$ cat config.mk
export PLATFORM = sky130hd
export DESIGN_NAME = clock_set_ctrl
export DESIGN_NICKNAME = d
export VERILOG_FILES = /design/src/rtl/clock_set_ctrl_pkg.sv /design/src/rtl/clock_set_ctrl_timeout.sv /design/src/rtl/clock_set_ctrl.sv
export SDC_FILE = /design/constraint.sdc
export NUM_CORES = 1
export LEC_CHECK = 0
export CELL_PAD_IN_SITES_DETAIL_PLACEMENT = 1
export CELL_PAD_IN_SITES_GLOBAL_PLACEMENT = 1
export CORE_AREA = 2 2 48 83
export CTS_CLUSTER_SIZE = 14
export DETAILED_ROUTE_END_ITERATION = 16
export DIE_AREA = 0 0 50 85
export GPL_TIMING_DRIVEN = 1
export PLACE_DENSITY = 0.85
export SYNTH_ARGS = -nofsm -noshare
export SYNTH_HDL_FRONTEND = slang
export SYNTH_SLANG_ARGS = --single-unit
$ cat constraint.sdc
create_clock -name clk -period 1.8 [get_ports clk]
set_input_delay 0.27 -clock clk [delete_from_list [all_inputs] [get_ports clk]]
set_output_delay 0.27 -clock clk [all_outputs]
set_load 0.1 [all_outputs]
$ cat src/rtl/clock_set_ctrl_pkg.sv
// clock_set_ctrl_pkg: shared state encoding and time-field limits
package clock_set_ctrl_pkg;
  typedef enum logic [1:0] {
    RUN     = 2'b00,
    SET_HR  = 2'b01,
    SET_MIN = 2'b10
  } state_t;
  localparam logic [4:0] HR_MAX  = 5'd23;
  localparam logic [5:0] MIN_MAX = 6'd59;
  localparam logic [5:0] SEC_MAX = 6'd59;
endpackage

$ cat src/rtl/clock_set_ctrl_timeout.sv
// clkset_timeout: counts idle ticks and flags the tick that reaches the limit
module clkset_timeout #(
  parameter int TIMEOUT_TICKS = 16
) (
  input  logic clk,
  input  logic rst,
  input  logic clr,
  input  logic tick,
  output logic expired
);
  localparam int W = $clog2(TIMEOUT_TICKS + 1);
  logic [W-1:0] cnt;
  assign expired = tick && !clr && cnt == W'(TIMEOUT_TICKS - 1);
  // clear has priority over counting so a button in a tick cycle restarts the wait
  always_ff @(posedge clk or posedge rst)
    if (rst) cnt <= '0;
    else cnt <= clr ? '0 : tick ? cnt + 1'b1 : cnt;
endmodule

$ cat src/rtl/clock_set_ctrl.sv
// clock_set_ctrl: run/set-mode controller driving the clock counters
module clock_set_ctrl
  import clock_set_ctrl_pkg::*;
#(
  parameter int TIMEOUT_TICKS = 16
) (
  input  logic       clk,
  input  logic       rst,
  input  logic       tick_1hz,
  input  logic       btn_mode,
  input  logic       btn_inc,
  input  logic [4:0] hr_q,
  input  logic [5:0] min_q,
  input  logic [5:0] sec_q,
  output logic       sec_en,
  output logic       min_en,
  output logic       hr_en,
  output logic       sec_load,
  output logic       min_load,
  output logic       hr_load,
  output logic [5:0] min_data,
  output logic [4:0] hr_data,
  output logic [1:0] mode,
  output logic       blink
);
  state_t state, nxt;
  logic sec_en_d, min_en_d, hr_en_d, sec_load_d, min_load_d, hr_load_d, blink_d;
  logic [5:0] min_data_d;
  logic [4:0] hr_data_d;
  logic set, inc_ok, expired;
  assign set    = state != RUN;
  assign inc_ok = set && btn_inc && !btn_mode;
  assign mode   = state;
  clkset_timeout #(.TIMEOUT_TICKS(TIMEOUT_TICKS)) u_timeout (
    .clk     (clk),
    .rst     (rst),
    .clr     (!set || btn_mode || btn_inc),
    .tick    (tick_1hz),
    .expired (expired)
  );
  // next state and next registered outputs, all decided from the current cycle's inputs
  always_comb begin
    nxt        = btn_mode ? (state == RUN ? SET_HR : state == SET_HR ? SET_MIN : RUN)
               : (set && expired) ? RUN : state;
    sec_en_d   = state == RUN && tick_1hz;
    min_en_d   = sec_en_d && sec_q == SEC_MAX;
    hr_en_d    = min_en_d && min_q == MIN_MAX;
    hr_load_d  = inc_ok && state == SET_HR;
    min_load_d = inc_ok && state == SET_MIN;
    hr_data_d  = !hr_load_d ? '0 : hr_q == HR_MAX ? '0 : hr_q + 5'd1;
    min_data_d = !min_load_d ? '0 : min_q == MIN_MAX ? '0 : min_q + 6'd1;
    sec_load_d = state == SET_MIN && nxt == RUN;
    blink_d    = nxt == RUN ? 1'b0 : inc_ok ? 1'b1 : (set && tick_1hz) ? !blink : blink;
  end
  // state and output registers; reset abandons any set in progress without strobes
  always_ff @(posedge clk or posedge rst)
    if (rst) begin
      state    <= RUN;
      sec_en   <= 1'b0;
      min_en   <= 1'b0;
      hr_en    <= 1'b0;
      sec_load <= 1'b0;
      min_load <= 1'b0;
      hr_load  <= 1'b0;
      min_data <= '0;
      hr_data  <= '0;
      blink    <= 1'b0;
    end else begin
      state    <= nxt;
      sec_en   <= sec_en_d;
      min_en   <= min_en_d;
      hr_en    <= hr_en_d;
      sec_load <= sec_load_d;
      min_load <= min_load_d;
      hr_load  <= hr_load_d;
      min_data <= min_data_d;
      hr_data  <= hr_data_d;
      blink    <= blink_d;
    end
endmodule
=== Word level (Yosys, flattened, before mapping) ===
Index checks and enable logic that the tools add are counted.

* Bits in writable memories: 0
* ROM bits: 0
* Bits of input ports: 22
* Output and inout port bits: 20
* Latch bits: 0
* Bits in registers: 25
* Memories: 0
* Logic and storage cells: 56

* Add/sub/neg operators: 3
* Mux-type cells: 13
* Order comparisons: 0
* Eq/ne operators: 6
* Bitwise gates (word level): 0
* Div/mod/pow operators: 0
* Reduce and logical (&&, ||, !) cells: 23
* $mul: 0
* Shifts and indexed selects: 0

{| class="wikitable"
|+ Operators with widths
! kind !! count
|-
| two-way mux 5 bit || 4
|-
| == test 6 bit, second input constant || 2
|-
| logical AND 1 bit || 12
|-
| two-way mux 6 bit || 2
|-
| adder 5 x 1 -> 5 bit, second input constant || 2
|-
| two-way mux 2 bit || 4
|-
| adder 6 x 1 -> 6 bit, second input constant || 1
|-
| == test 5 x 4 -> 1 bit, second input constant || 1
|-
| == test 5 bit, second input constant || 1
|-
| zero test 1 bit || 4
|-
| zero test 2 bit || 2
|-
| nonzero test 2 bit || 2
|-
| two-way mux 1 bit || 3
|-
| nonzero test 3 bit || 1
|-
| == test 2 x 1 -> 1 bit, second input constant || 1
|-
| == test 2 bit, second input constant || 1
|-
| logical OR 1 bit || 2
|}

=== Longest topological paths before layout ===
* Depth after elaboration: 12
* Mapped depth: 6
* Depth with buffers taken out: 6

=== By module ===
Synthesis repeated with hierarchy kept, for this count alone.

* Cell total of the unflattened synthesis: 103
* Area, all modules: 1156.1 µm²

{| class="wikitable"
|+ By module, submodules not included
! module !! seq. area each (µm²) !! area each (µm²) !! times used !! cells an instance
|-
| clock_set_ctrl || 500.5 || 867.1 || 1 || 77
|-
| clkset_timeout || 125.1 || 289.0 || 1 || 26
|}

=== Worst setup path before layout ===
Ideal clock, no wire load.

* Kind: reg2reg
* Start point: reg state[1], in the netlist mode[1]
* End point: reg u_timeout.cnt[4]
* Slack: 0.013 ns
* Data required time: 1.713 ns
* Setup time: 0.087 ns
* Data arrival time: 1.700 ns
* Cell stages (with the launch flop): 4
* Cells stage by stage: dfrtp_1 nor2_2 or3_4 a211oi_2

* Cells in the longest elaborated chain, start to end: 5

{| class="wikitable"
|+ Ends and longest elaborated chain
! item !! line !! RTL
|-
| start: declaration || clock_set_ctrl.sv:26 || <nowiki>state_t state, nxt;</nowiki>
|-
| start signal: assignment || clock_set_ctrl.sv:69 || <nowiki>state <= nxt;</nowiki>
|-
| nonzero test 2 bit (*) || clock_set_ctrl.sv:31 || <nowiki>assign set = state != RUN;</nowiki>
|-
| zero test 1 bit (*) || clock_set_ctrl.sv:37 || <nowiki>.clr (!set || btn_mode || btn_inc),</nowiki>
|-
| logical OR 1 bit (*) (2 in series) || clock_set_ctrl.sv:37 ||
|-
| two-way mux 5 bit or nonzero test 2 bit (tied branches) || - ||
|-
| end signal: assignment || clock_set_ctrl_timeout.sv:17 || <nowiki>else cnt <= clr ? '0 : tick ? cnt + 1'b1 : cnt;</nowiki>
|-
| end: declaration || clock_set_ctrl_timeout.sv:12 || <nowiki>logic [W-1:0] cnt;</nowiki>
|}

Mark *: on every way between the ends. The rest lies on a longest branch, timed or not.
A chain may end at the register's enable or synchronous reset.

=== Worst setup path in the final report ===
* Start point: reg u_timeout.cnt[0]
* End point: reg blink

* Cells in the longest elaborated chain, start to end: 7

{| class="wikitable"
|+ Ends and longest elaborated chain
! item !! line !! RTL
|-
| == test 5 x 4 -> 1 bit (*) || clock_set_ctrl_timeout.sv:13 || <nowiki>assign expired = tick && !clr && cnt == W'(TIMEOUT_TICKS - 1);</nowiki>
|-
| logical AND 1 bit (*) || clock_set_ctrl_timeout.sv:13 ||
|-
| logical AND 1 bit (*) || clock_set_ctrl.sv:44 || <nowiki>: (set && expired) ? RUN : state;</nowiki>
|-
| two-way mux 2 bit (*) || clock_set_ctrl.sv:44 ||
|-
| two-way mux 2 bit (*) || clock_set_ctrl.sv:43 || <nowiki>nxt = btn_mode ? (state == RUN ? SET_HR : state == SET_HR ? SET_MIN : RUN)</nowiki>
|-
| zero test 2 bit (*) || clock_set_ctrl.sv:53 || <nowiki>blink_d = nxt == RUN ? 1'b0 : inc_ok ? 1'b1 : (set && tick_1hz) ? !blink : blink;</nowiki>
|-
| nonzero test 3 bit (no line) or two-way mux 1 bit (tied branches) || - ||
|-
| end signal: assignment || clock_set_ctrl.sv:78 || <nowiki>blink <= blink_d;</nowiki>
|-
| end: declaration || clock_set_ctrl.sv:24 || <nowiki>output logic blink</nowiki>
|}

Marks and branches as above.

==> run_results.csv <==
group,metric,value,unit
sta,report.final.slew_viol_count,0,
synthesis,ys_types,33,
clocking,clk-insertion-delay-late,0.26,ns
final_layout,final_area,0.001620,mm2
setup_path,crit_path_top_delay_cell,"dfrtp_1",
routing,vias_per_cell,4.811,
power_and_ir_drop,p_int,1.052,mW
setup_path,crit_chain,"ha_1 > and3_1 > ha_1 > and3b_1 > o31a_1 > nor4_2",
placed_design,placed_cell_area,0.001569,mm2
final_layout,drive_gt1_share,20.83,%
setup_path,cp-end-kind,"register",
setup_path,cp-start-kind,"register",
power_and_ir_drop,combPwrFrac,45.2,%
placed_design,port-buffer-count,41,
global_routing,grt_pass1_vias,1021,
clocking,cts_buffer_depth,2,
placed_design,routabilityCongestion,0.7568,
die,io_pins,42,
synthesis,synthesis.area,0.001104,mm2
global_routing,grt_remaining_overflow,0,
routing,wl,2627,um
clocking,cts_made_buffers,3,
setup_path,cp_data_required_time,1.98,ns
synthesis,ys_ff_latch,25,
sta,rsz0062_at_grt,"no",
final_layout,antennaDiodeCount,0,
setup_path,crit_arrival,1.78,ns
synthesis,synth_warnings,0,
power_and_ir_drop,power_switching,0.8167,mW
power_and_ir_drop,p_sw_share,43.70,%
global_routing,grt_pass1_wl,4464,um
die,coreArea,0.003592,mm2
power_and_ir_drop,pwr-share-clk,17.5,%
clocking,postCtsSetupRepairBufs,0,
routing,drc,0,
global_routing,grt_max_degree,26,
sta,tightestPinTransition,0.3368,ns
routing,final_antenna_net_count,0,
sta,layout_min_cycle_time,1.596,ns
clocking,cts_tree,"yes",
synthesis,syn-num-nets,124,
clocking,cts_hold_buf,0,
sta,timing.final.crit_share,88.68,%
setup_path,critical_path.max_fanout,3,
routing,num_vias,914,
power_and_ir_drop,irDropWorstVdd,0.0005830,V
sta,fin_hold_ws,0.3490,ns
power_and_ir_drop,pwr-share-seq,37.3,%
power_and_ir_drop,p_leak,0.7665,nW
setup_path,crit_path_frequent_cell,"ha_1",
synthesis,syn_avg_cell_area,11.26,um2
clocking,clk_pin_slew_worst_paths,0.09,ns
routing,dr.pass1.iters,4,
synthesis,synth_edf_count,0,
outcome,status,"complete, no violations",
clocking,h-tree-depth,1,
synthesis,synthFlopType,"dfrtp_1",
sta,fmax,0.6265,GHz
global_routing,track_usage,13.84,%
final_layout,finalNetCount,171,
global_routing,grt_antenna_before_repair,0,
die,die-area,0.004250,mm2
clocking,cts_root_buffer,"clkbuf_8",
power_and_ir_drop,powerDensity,1153,mW/mm2
run,max-cap-violations,0,
die,die_x,50,um
synthesis,ys_seq_area_share,56.69,%
setup_path,critPathMaxStageDelay,0.42,ns
placed_design,dpl.hpwl,2136,um
routing,first_iter_violations,6,
die,rows,29,
final_layout,area_delta_synth_final,46.83,%
sta,clock-skew-final,0.008074,ns
routing,post_drt_wl_per_cell,13.83,um
synthesis,postSynthCellCount,98,
sta,setup_tns,0,ns
final_layout,finalCoreUtilization,45.11,%
synthesis,synthArstFlopShare,100.0,%
die,die_h,85,um
clocking,cts_resized,0,
sta,maxSlewHeadroom,77.39,%
worst_hold_path,min_path_type,"in2async",
setup_path,critPathKind,"reg2reg",
sta,finalHoldViolations,0,
sta,finalSetupViolations,0,
clocking,clock-sinks,25,
die,start_util,30.72,%
-- synthesized netlist by cell type (2+ instances only) --
| cell | n | area, um2 |
|---|---|---|
| a21oi_1 | 3 | 15.01 |
| a22o_1 | 2 | 17.52 |
| and2_1 | 2 | 12.51 |
| and3_1 | 2 | 12.51 |
| dfrtp_1 | 25 | 625.6 |
| ha_1 | 4 | 50.05 |
| inv_1 | 3 | 11.26 |
| mux2i_1 | 2 | 20.02 |
| nand2_1 | 6 | 22.52 |
| nand3_1 | 3 | 15.01 |
| nand4_1 | 2 | 12.51 |
| nor2_1 | 12 | 45.04 |
| nor2b_1 | 2 | 12.51 |
| nor3_1 | 4 | 20.02 |
| nor3b_1 | 3 | 22.52 |
| xnor2_1 | 3 | 26.28 |
| xor2_1 | 4 | 35.03 |
-- power groups by stage --
stage | Clock [mW] | Combinational (mW) | Sequential (mW)
2_1_floorplan | 0 | 0.152 | 1.10
3_3_place_gp | 0 | 0.829 | 0.704
3_5_place_dp | 0 | 0.842 | 0.712
4_1_cts | 0.334 | 0.843 | 0.700
5_1_grt | 0.350 | 0.882 | 0.710
6_report | 0.326 | 0.845 | 0.697
-- logic make-up after synthesis --
group | synth area share [%]
buffers and inverters | 1.473
multiplexers | 1.814
XOR/XNOR | 5.556
flip-flops | 56.69
AND/OR/NAND/NOR | 24.15
AO/OA/AOI/OAI | 5.781
adder cells (fa/ha/maj) | 4.535
-- cells in the final DEF (no fill, tap or decap), drive strengths merged, types with 3 or more instances in the layout --
cell type,netlist,layout
nand2,6,6
nor3b,3,3
dfrtp,25,25
clkdlybuf4s50,0,21
inv,3,3
clkbuf,0,4
nor2,13,13
ha,4,4
and2,3,3
buf,1,22
xnor2,3,3
xor2,4,4
nor3,4,4
a21oi,3,3
nand3,3,3
-- layer usage --
metal | GRT usage, % | vias up | share of wire [%]
met5 | 0 | - | 0
met3 | 2.289 | 2 | 4.9
li1 | - | 431 | -
met4 | 8.081 | 0 | 1.4
met1 | 13.62 | 444 | 36
met2 | 25.96 | 37 | 57
-- flip-flops by register name, summed over array words and instances (netlist names), 2 cells and up --
signal	cells
hr_data	5
min_data	6
mode	2
u_timeout.cnt	5
-- final cells by class --
cell class,count,area [um2]
Fill cell,397,1972
Sequential cell,25,625.6
Multi-Input combinational cell,69,467.9
Timing Repair Buffer,43,412.9
Tap cell,46,57.56
Clock buffer,4,45.04
Inverter,3,11.26
-- critical path: cells and delay by family (launching register included) --
kind	cells	cell delay [ns]
compound gates	1	0.24
fa+ha+maj	2	0.39
flops	1	0.42
simple gates	3	0.45
-- metrics by stage --
stage	setup slack [ns]	power (mW)	instances
detailed placement	0.09690	1.554	186
CTS	0.1490	1.877	190
global placement	0.2048	1.533	186
floorplan	0.01344	1.253	98
finish	0.2038	1.869	190
global route	0.08541	1.943	190
-- path summary, 6_finish.rpt --
kind	slack, ns	to	from	cells past startpoint
worst max-delay path	0.20	blink	u_timeout.cnt[0]	6
worst min-delay path	0.35	min_en	rst	3
worst max register to register	0.20	blink	u_timeout.cnt[0]	6
worst min register to register	0.56	u_timeout.cnt[3]	u_timeout.cnt[3]	2
max in group asynchronous	1.21	hr_data[1]	rst	3
min in group clk	0.56	u_timeout.cnt[3]	u_timeout.cnt[3]	2
Power figures use the tool's default switching activity.
